===== src/rtl/ssd_pkg.sv =====
// ssd_pkg
//   Shared definitions for the seven-segment scan front end.
//   Segment patterns are active-low: bits [7:1] = segments a..g, bit [0] = dp.
//   Provides the segment pattern type, blank/dash constants, the 0-9 digit
//   table and a helper that builds a blanked pattern that keeps its dp bit.
package ssd_pkg;

  typedef logic [7:0] seg_t;

  localparam seg_t SEG_BLANK = 8'hFF;
  localparam seg_t SEG_DASH  = 8'hFD;

  // a..g for digits 0..9; element [n] is the pattern for digit n.
  localparam logic [9:0][6:0] SEG_DIGITS = {
    7'b0000100,  // 9
    7'b0000000,  // 8
    7'b0001111,  // 7
    7'b0100000,  // 6
    7'b0100100,  // 5
    7'b1001100,  // 4
    7'b0000110,  // 3
    7'b0010010,  // 2
    7'b1001111,  // 1
    7'b0000001   // 0
  };

  // All segments dark, decimal point still honoured.
  function automatic seg_t seg_blank_dp(input logic dp_on);
    seg_t s;
    s    = SEG_BLANK;
    s[0] = ~dp_on;
    return s;
  endfunction

endpackage


===== src/rtl/ssd_scan_bcd_to_seg.sv =====
// bcd_to_seg
//   Combinational encoder from one BCD nibble plus its decimal-point enable
//   to an active-low segment pattern. Nibbles A-F show a dash.
// Ports:
//   digit  in  4  BCD nibble
//   dp_on  in  1  decimal point lit when 1
//   seg    out 8  pattern, [7:1] = a..g, [0] = dp, active-low
module bcd_to_seg
  import ssd_pkg::*;
(
  input  logic [3:0] digit,
  input  logic       dp_on,
  output seg_t       seg
);

  always_comb begin
    seg = SEG_DASH;
    if (digit <= 4'd9) begin
      seg[7:1] = SEG_DIGITS[digit];
    end
    seg[0] = ~dp_on;
  end

endmodule


===== src/rtl/ssd_scan.sv =====
// ssd_scan
//   Scan-and-encode front end for a four-digit seven-segment display.
//   A load strobe stages a 4-digit BCD value plus decimal points; the staged
//   value is committed to the segment outputs only at a frame boundary (the
//   edge where the digit select wraps 3->0), so a frame never shows a
//   half-updated value. A load on the boundary cycle itself is committed
//   directly on that edge.
//   Optional build macro SSD_SCAN_LZB_EN enables leading-zero blanking of
//   digits 3..1 at commit time.
// Parameters:
//   REFRESH_DIV  clock cycles per digit slot (>= 2)
// Ports:
//   clk         in  1   system clock
//   rst_n       in  1   synchronous active-low reset
//   load        in  1   capture strobe for value/dp
//   value       in  16  four BCD nibbles, [3:0] = digit 0 (rightmost)
//   dp          in  4   decimal-point enables, dp[n] for digit n
//   ssd_ctl     out 2   digit select 0..3
//   display0..3 out 8   active-low segment patterns
//   frame_tick  out 1   pulse on the edge ssd_ctl wraps 3->0
//   updated     out 1   pulse on the edge a value is committed
module ssd_scan
  import ssd_pkg::*;
#(
  parameter int REFRESH_DIV = 100000
) (
  input  logic        clk,
  input  logic        rst_n,
  input  logic        load,
  input  logic [15:0] value,
  input  logic [3:0]  dp,
  output logic [1:0]  ssd_ctl,
  output logic [7:0]  display0,
  output logic [7:0]  display1,
  output logic [7:0]  display2,
  output logic [7:0]  display3,
  output logic        frame_tick,
  output logic        updated
);

  localparam int             PW         = $clog2(REFRESH_DIV);
  localparam logic [PW-1:0]  PRESC_LAST = PW'(REFRESH_DIV - 1);

  logic [PW-1:0]   presc_q, presc_d;
  logic [1:0]      scan_q, scan_d;
  logic [15:0]     pend_value_q, pend_value_d;
  logic [3:0]      pend_dp_q, pend_dp_d;
  logic            pend_valid_q, pend_valid_d;
  logic [3:0][7:0] disp_q, disp_d;
  logic            frame_tick_q, frame_tick_d;
  logic            updated_q, updated_d;

  logic            presc_tc;
  logic            boundary;
  logic            commit;
  logic [15:0]     commit_value;
  logic [3:0]      commit_dp;
  logic [3:0]      blank;
  seg_t            enc_seg [4];
  logic [3:0][7:0] commit_seg;

  assign presc_tc = (presc_q == PRESC_LAST);
  assign boundary = presc_tc && (scan_q == 2'd3);

  // A load on the boundary cycle bypasses staging.
  assign commit_value = load ? value : pend_value_q;
  assign commit_dp    = load ? dp    : pend_dp_q;
  assign commit       = boundary && (load || pend_valid_q);

  for (genvar g = 0; g < 4; g++) begin : g_enc
    bcd_to_seg u_bcd_to_seg (
      .digit (commit_value[4*g +: 4]),
      .dp_on (commit_dp[g]),
      .seg   (enc_seg[g])
    );
  end

`ifdef SSD_SCAN_LZB_EN
  // A digit is dark only if it and every digit to its left are zero.
  always_comb begin
    blank    = '0;
    blank[3] = (commit_value[15:12] == 4'd0);
    blank[2] = blank[3] && (commit_value[11:8] == 4'd0);
    blank[1] = blank[2] && (commit_value[7:4] == 4'd0);
  end
`else
  assign blank = '0;
`endif

  always_comb begin
    for (int i = 0; i < 4; i++) begin
      commit_seg[i] = blank[i] ? seg_blank_dp(commit_dp[i]) : enc_seg[i];
    end
  end

  always_comb begin
    presc_d      = presc_tc ? '0 : presc_q + PW'(1);
    scan_d       = presc_tc ? scan_q + 2'd1 : scan_q;
    pend_value_d = pend_value_q;
    pend_dp_d    = pend_dp_q;
    pend_valid_d = pend_valid_q;
    disp_d       = disp_q;
    frame_tick_d = boundary;
    updated_d    = commit;

    if (load) begin
      pend_value_d = value;
      pend_dp_d    = dp;
      pend_valid_d = 1'b1;
    end
    // Any boundary drains the staging register, including the bypass case.
    if (boundary) begin
      pend_valid_d = 1'b0;
    end
    if (commit) begin
      disp_d = commit_seg;
    end
  end

  always_ff @(posedge clk) begin
    if (!rst_n) begin
      presc_q      <= '0;
      scan_q       <= 2'd0;
      pend_value_q <= '0;
      pend_dp_q    <= '0;
      pend_valid_q <= 1'b0;
      disp_q       <= {4{SEG_BLANK}};
      frame_tick_q <= 1'b0;
      updated_q    <= 1'b0;
    end else begin
      presc_q      <= presc_d;
      scan_q       <= scan_d;
      pend_value_q <= pend_value_d;
      pend_dp_q    <= pend_dp_d;
      pend_valid_q <= pend_valid_d;
      disp_q       <= disp_d;
      frame_tick_q <= frame_tick_d;
      updated_q    <= updated_d;
    end
  end

  assign ssd_ctl    = scan_q;
  assign display0   = disp_q[0];
  assign display1   = disp_q[1];
  assign display2   = disp_q[2];
  assign display3   = disp_q[3];
  assign frame_tick = frame_tick_q;
  assign updated    = updated_q;

endmodule


===== config.mk =====
export PLATFORM = sky130hd
export DESIGN_NAME = ssd_scan
export DESIGN_NICKNAME = d
export VERILOG_FILES = /design/src/rtl/ssd_pkg.sv /design/src/rtl/ssd_scan_bcd_to_seg.sv /design/src/rtl/ssd_scan.sv
export SDC_FILE = /design/constraint.sdc
export NUM_CORES = 1
export LEC_CHECK = 0
export ABC_AREA = 1
export BUFFER_PORTS_ARGS = -buffer_cell sky130_fd_sc_hd__buf_4
export CORE_ASPECT_RATIO = 0.5
export CORE_MARGIN = 4
export CORE_UTILIZATION = 45
export DETAILED_ROUTE_END_ITERATION = 10
export PLACE_DENSITY = 0.74
export SLEW_MARGIN = 20
export SYNTH_ARGS = -nofsm -noshare
export SYNTH_HDL_FRONTEND = slang
export SYNTH_SLANG_ARGS = --single-unit

===== constraint.sdc =====
create_clock -name clk -period 1.96 [get_ports clk]
set_input_delay 0.294 -clock clk [delete_from_list [all_inputs] [get_ports clk]]
set_output_delay 0.294 -clock clk [all_outputs]
set_load 0.02 [all_outputs]

# Word level (Yosys, flattened, before mapping)
# Memories as Yosys holds them, arrays and structs flattened.
# Index checks and enable logic that the tools add are counted.
dict set report op_classes {
  n_addsub 2
  n_lt_le_gt_ge 8
  n_eq_ne 2
  mux 10
  bitwise_logic 5
  reduce_logical 5
}
# operator count
set ops {}
lappend ops {{$mux W7} 8}
lappend ops {{$lt A4 B5 Y1 const B} 4}
lappend ops {{$add A17 B1 Y17 const B} 1}
lappend ops {{$eq A17 B17 Y1 const B} 1}
lappend ops {{$le A4 B4 Y1 const B} 4}
lappend ops {{$mux W16} 1}
lappend ops {{$not A1 Y1} 5}
lappend ops {{$mux W4} 1}
lappend ops {{$reduce_or A2 Y1} 2}
lappend ops {{$add A2 B1 Y2 const B} 1}
lappend ops {{$eq A2 B2 Y1 const B} 1}
lappend ops {{$logic_and A1 B1 Y1} 2}
lappend ops {{$logic_or A1 B1 Y1} 1}
dict set report word_totals {
  ff_bits 74
  mem_bits_ro 448
  n_memories 4
}
# memory words width read_ports rd_ports_with_merged_regs wr line
set mem_list {}
lappend mem_list {{(name not given)} 16 7 1 0 0 ssd_scan_bcd_to_seg.sv:19} ;# seg[7:1] = SEG_DIGITS[digit];
lappend mem_list {{(name not given)} 16 7 1 0 0 ssd_scan_bcd_to_seg.sv:19}
lappend mem_list {{(name not given)} 16 7 1 0 0 ssd_scan_bcd_to_seg.sv:19}
lappend mem_list {{(name not given)} 16 7 1 0 0 ssd_scan_bcd_to_seg.sv:19}

# Longest topological paths before layout
dict set report depth {
  ltp_word 4
  depth_mapped 14
}

# By module
# Synthesis repeated with hierarchy kept, for this count alone.
dict set report unflattened {
  hier_cells 517
  hier_area_um2 3816.2
}
# module instances cells_per_inst area_per_inst_um2 seq_area_each_um2
set by_module_without_submodules {}
lappend by_module_without_submodules {ssd_scan 1 393 3045.4 1481.4}
lappend by_module_without_submodules {bcd_to_seg 4 31 192.7 0.0}

# Least setup slack after synthesis
# OpenSTA, ideal clock, no wires.
dict set report synth_timing {
  path_type {input to register}
  from {input port load}
  to {register disp_q, in the netlist display3[5]}
  arrival_time_ps 1786
  t_required_ps 1896
  slack_ps 110
  path_stages 11
  cell_sequence {inv_1 buf_2 or2_2 o21a_1 ha_1 or2_2 nand2_1 nand2_1 nand2_1 nand4_1 nand3_1}
}
dict set report synth_via {
  elab_chain_cells 4
}
# element line
set synth_rtl {}
lappend synth_rtl {{start, declared} ssd_scan.sv:29} ;# input logic load,
lappend synth_rtl {{$mux W16 *} n/a}
lappend synth_rtl {{net commit_value[12]} ssd_scan.sv:56} ;# logic [15:0] commit_value;
lappend synth_rtl {{$mem_v2 Z16 W7} n/a}
lappend synth_rtl {{$mux W7 (implied by the code)} ssd_scan_bcd_to_seg.sv:19}
lappend synth_rtl {{$mux W7 *} ssd_scan_bcd_to_seg.sv:18} ;# if (digit <= 4'd9) begin
lappend synth_rtl {{end signal, assigned} ssd_scan.sv:127} ;# disp_q <= {4{SEG_BLANK}};
lappend synth_rtl {{end signal, assigned} ssd_scan.sv:136} ;# disp_q <= disp_d;
lappend synth_rtl {{end, declared} ssd_scan.sv:49} ;# logic [3:0][7:0] disp_q, disp_d;
# Mark *: on every way through the listed nets, which the timed path passes. The rest lies on a longest branch. The select of a mux whose other input is x is not followed.
# A chain may end at the register's enable or synchronous reset.

# Worst setup path in the final report
dict set report layout_timing {
  from {register presc_q[0]}
  to {register disp_q, in the netlist display1[3]}
}
dict set report layout_via {
  elab_chain_cells 3
}
# element line
set layout_rtl {}
lappend layout_rtl {{start, declared} ssd_scan.sv:44} ;# logic [PW-1:0] presc_q, presc_d;
lappend layout_rtl {{start signal, assigned} ssd_scan.sv:131} ;# presc_q <= presc_d;
lappend layout_rtl {{$eq A17 B17 Y1} ssd_scan.sv:62} ;# assign presc_tc = (presc_q == PRESC_LAST);
lappend layout_rtl {{$logic_and A1 B1 Y1} ssd_scan.sv:63} ;# assign boundary = presc_tc && (scan_q == 2'd3);
lappend layout_rtl {{$logic_and A1 B1 Y1} ssd_scan.sv:68} ;# assign commit = boundary && (load || pend_valid_q);
# Every way passes these cells.

==> impl_metrics.csv <==
group,metric,value,unit
logic_synthesis,post_synth.cell_area_avg,7.11,sq um
detailed_routing,viasPerCell,4.91,
clocking,clk_root_buffer_cell,"sky130_fd_sc_hd__clkbuf_16",
logic_synthesis,synthMostInstantiatedCell,"sky130_fd_sc_hd__nand2_1",
logic_synthesis,synth-warning-count,0,
logic_synthesis,post_synth_most_frequent_cells,"sky130_fd_sc_hd__nand2_1 (153), sky130_fd_sc_hd__nand3_1 (78), sky130_fd_sc_hd__dfxtp_1 (74)",
setup_path,worst_path_class_setup,"flop to flop",
logic_synthesis,ys_ff_latch,74,
final_layout,n_antenna_cell,0,
final_layout,fillers,775,
clocking,cts_tree,"done",
placed_design,io_buffers,58,
power_and_ir_drop,finalPower,3470,uW
clocking,clockBufferDepth,2,
floorplanning,core_ar,0.00826,sq mm
logic_synthesis,synth_ff_type,"sky130_fd_sc_hd__dfxtp_1",
setup_path,critPathMaxFanout,24,
floorplanning,die_x,140,um
final_layout,post_layout_nonfiller_instances,738,
clocking,clkTransAtPathRegs,0.05,ns
detailed_routing,detail_route.iter0.violations,222,
final_layout,layout-drive-gt1-share,19.0,%
detailed_routing,drt-wirelength-per-cell,12.4,um
global_route,largest_net_degree_at_the_start_of_global_routing,36,
power_and_ir_drop,power_density,724,mW/mm^2
final_layout,flow.area_growth_from_synthesis,21.4,%
clocking,cts-htree-levels,3,
sta,setup_viol_count_final,0,
placed_design,placed_cells,722,
sta,finalCritPeriodShare,85.4,%
sta,timing.final.hold_violations,0,
clocking,post_cts_setup_buffer_count,0,
clocking,post_cts_repair_resize_count,0,
sta,grt_setup_unrepaired,"false",
hold_path,min_path_type,"primary input to flop",
global_route,globalRouteTotalUtil,19.1,%
sta,finalClockSkew,0.00918,ns
flow_run,maximum_capacitance_violations,0,
logic_synthesis,postSynth.asyncResetShare,0,%
detailed_routing,count_of_vias_placed_by_the_detailed_router,3620,
logic_synthesis,post_synth_edffs,0,
logic_synthesis,synth_area,0.00395,sq mm
detailed_routing,final_antenna_net_count,0,
logic_synthesis,syn-instance-count,555,
setup_path,critical_path.startpoint_type,"flop",
global_route,grt_pass1_vias,3560,
sta,fmax,0.598,GHz
sta,worst_pin_slew,0.396,ns
global_route,grt_overflow,0,
logic_synthesis,synthDistinctLibCells,36,
floorplanning,die_area,0.0104,sq mm
logic_synthesis,synth_largest_type_area_fraction,37.5,%
logic_synthesis,synth.top_cells.by_area,"sky130_fd_sc_hd__dfxtp_1 (38%), sky130_fd_sc_hd__nand2_1 (15%), sky130_fd_sc_hd__nand3_1 (9.9%)",
global_route,number_of_antenna_violations_at_the_first_check_in_global_routing,0,
logic_synthesis,synth_seq_area_share,37.5,%
global_route,grt_first_pass_wirelength,16.0,mm
floorplanning,std_cell_rows,23,
final_layout,design.final.nets,666,
power_and_ir_drop,irDropWorstVdd,0.000437,V
floorplanning,fp.dieH,74.2,um
detailed_routing,drt_total_wl,9.17,mm
clocking,cts.hold.buffers_added,0,
power_and_ir_drop,leakage_component_of_the_power,0.00236,uW
detailed_routing,route.detailed.drc,0,
sta,finalSetupTns,0,ns
placed_design,post_dp_hpwl,6.66,mm
floorplanning,top_level_ports,59,
setup_path,critical_path_required,2.16,ns
clocking,numCtsBuffers,9,
clocking,clock-sinks,74,
setup_path,worstPathArrival,1.88,ns
clocking,worstSkewPairLatency,0.34,ns
logic_synthesis,syn_nets,600,
placed_design,place_congestion,0.836,
floorplanning,initial_core_util,47.8,%
run_status,run_status,"complete, no violations",
sta,worst_slew_margin_rel,73.4,%
setup_path,endpoint_kind,"flop",
final_layout,final_core_utilization,58.0,%
logic_synthesis,netlist.top_cell.by_area,"sky130_fd_sc_hd__dfxtp_1",
detailed_routing,firstDrtPassIters,4,
sta,maxSlewViolCount,0,
sta,final.min_clock_period,1.67,ns
kinds of logic after synthesis:
kind of cell | after synthesis | synth area share (%)
simple gates | 338 | 39.0
buf+inv | 84 | 9.85
flops | 74 | 37.5
compound gates | 28 | 4.50
fa+ha+maj | 22 | 6.97
xor+xnor | 5 | 1.11
mux | 4 | 1.01
worst max-delay path: stages, from the launching register on:
cell	delay, ns
sky130_fd_sc_hd__dfxtp_1	0.35
sky130_fd_sc_hd__ha_1	0.19
sky130_fd_sc_hd__nand2_2	0.09
sky130_fd_sc_hd__nor2_4	0.17
sky130_fd_sc_hd__inv_1	0.10
sky130_fd_sc_hd__nor2_2	0.13
sky130_fd_sc_hd__nand4_2	0.09
sky130_fd_sc_hd__buf_4	0.24
sky130_fd_sc_hd__nand2_1	0.09
sky130_fd_sc_hd__nand3_1	0.08
per-stage QoR:
stage,hold WS (ns),worst slack [ns],cell area [sq um]
floorplan,0.417,0.110,3950
CTS,0.220,0.262,4790
global placement,0.428,0.0598,4530
global route,0.234,0.114,4790
finish,0.235,0.287,4790
detailed placement,0.441,0.0486,4530
where the power goes:
group	total (uW)	internal [uW]	switching, uW
sequential	1550	1540	13.3
clock	1490	885	602
combinational	430	167	263
total	3470	2590	878
final timing paths:
check        cells past startpoint           end        from  slack (ns)
max                              9   display1[3]  presc_q[0]        0.29
min                              3  pend_dp_q[3]       dp[3]        0.24
max reg2reg                      9   display1[3]  presc_q[0]        0.29
min reg2reg                      1    presc_q[0]  presc_q[0]        0.45
cell type report:
class	instances	area [sq um]	share of cell area (%)
Clock buffer	13	250	5.22
Clock inverter	3	15.0	0.313
Inverter	61	229	4.78
Multi-Input combinational cell	397	2080	43.4
Sequential cell	74	1480	30.9
Tap cell	112	140	2.92
Timing Repair Buffer	78	598	12.5
sequential cells by signal (all words and copies together) (netlist names):
signal,cells
display1,8
display2,8
updated,1
frame_tick,1
display3,8
ssd_ctl,2
pend_value_q,16
presc_q,17
pend_dp_q,4
display0,8
pend_valid_q,1
cells in the final DEF (no fill, tap or decap):
master,netlist,final
sky130_fd_sc_hd__clkbuf_16,0,9
sky130_fd_sc_hd__buf_4,7,77
sky130_fd_sc_hd__dfxtp_1,74,74
sky130_fd_sc_hd__nand4_4,1,1
sky130_fd_sc_hd__nand2_2,6,6
sky130_fd_sc_hd__nand4_2,1,1
sky130_fd_sc_hd__nor2_2,2,2
sky130_fd_sc_hd__o21ai_1,2,2
sky130_fd_sc_hd__o21ai_4,2,2
sky130_fd_sc_hd__nand2_1,153,153
sky130_fd_sc_hd__buf_12,0,1
sky130_fd_sc_hd__clkinv_2,0,3
sky130_fd_sc_hd__clkbuf_1,6,3
sky130_fd_sc_hd__mux2i_1,4,4
sky130_fd_sc_hd__o21ai_0,11,11
sky130_fd_sc_hd__o21ai_2,1,1
sky130_fd_sc_hd__a21oi_2,1,1
sky130_fd_sc_hd__nand3b_1,2,2
sky130_fd_sc_hd__a21oi_1,8,8
sky130_fd_sc_hd__nand3_1,78,78
sky130_fd_sc_hd__clkbuf_8,1,1
sky130_fd_sc_hd__nor2_4,2,2
sky130_fd_sc_hd__inv_2,2,2
sky130_fd_sc_hd__nand3_4,1,1
sky130_fd_sc_hd__ha_1,22,22
sky130_fd_sc_hd__xor2_1,5,5
sky130_fd_sc_hd__inv_1,59,59
sky130_fd_sc_hd__nor2_1,58,58
sky130_fd_sc_hd__or2_0,1,1
sky130_fd_sc_hd__nor2_8,1,1
sky130_fd_sc_hd__nand4_1,17,17
sky130_fd_sc_hd__nor3b_1,1,1
sky130_fd_sc_hd__o21a_1,3,3
sky130_fd_sc_hd__or2_2,8,8
sky130_fd_sc_hd__nor3_1,6,6
per-layer routing:
layer	track usage [%]	part of all wire, %	vias up
met2	33.0	47	60
met4	4.73	0.89	0
met5	0	0	-
met3	6.87	4.9	9
met1	23.2	47	1655
li1	-	-	1896
Power figures use the tool's default switching activity.
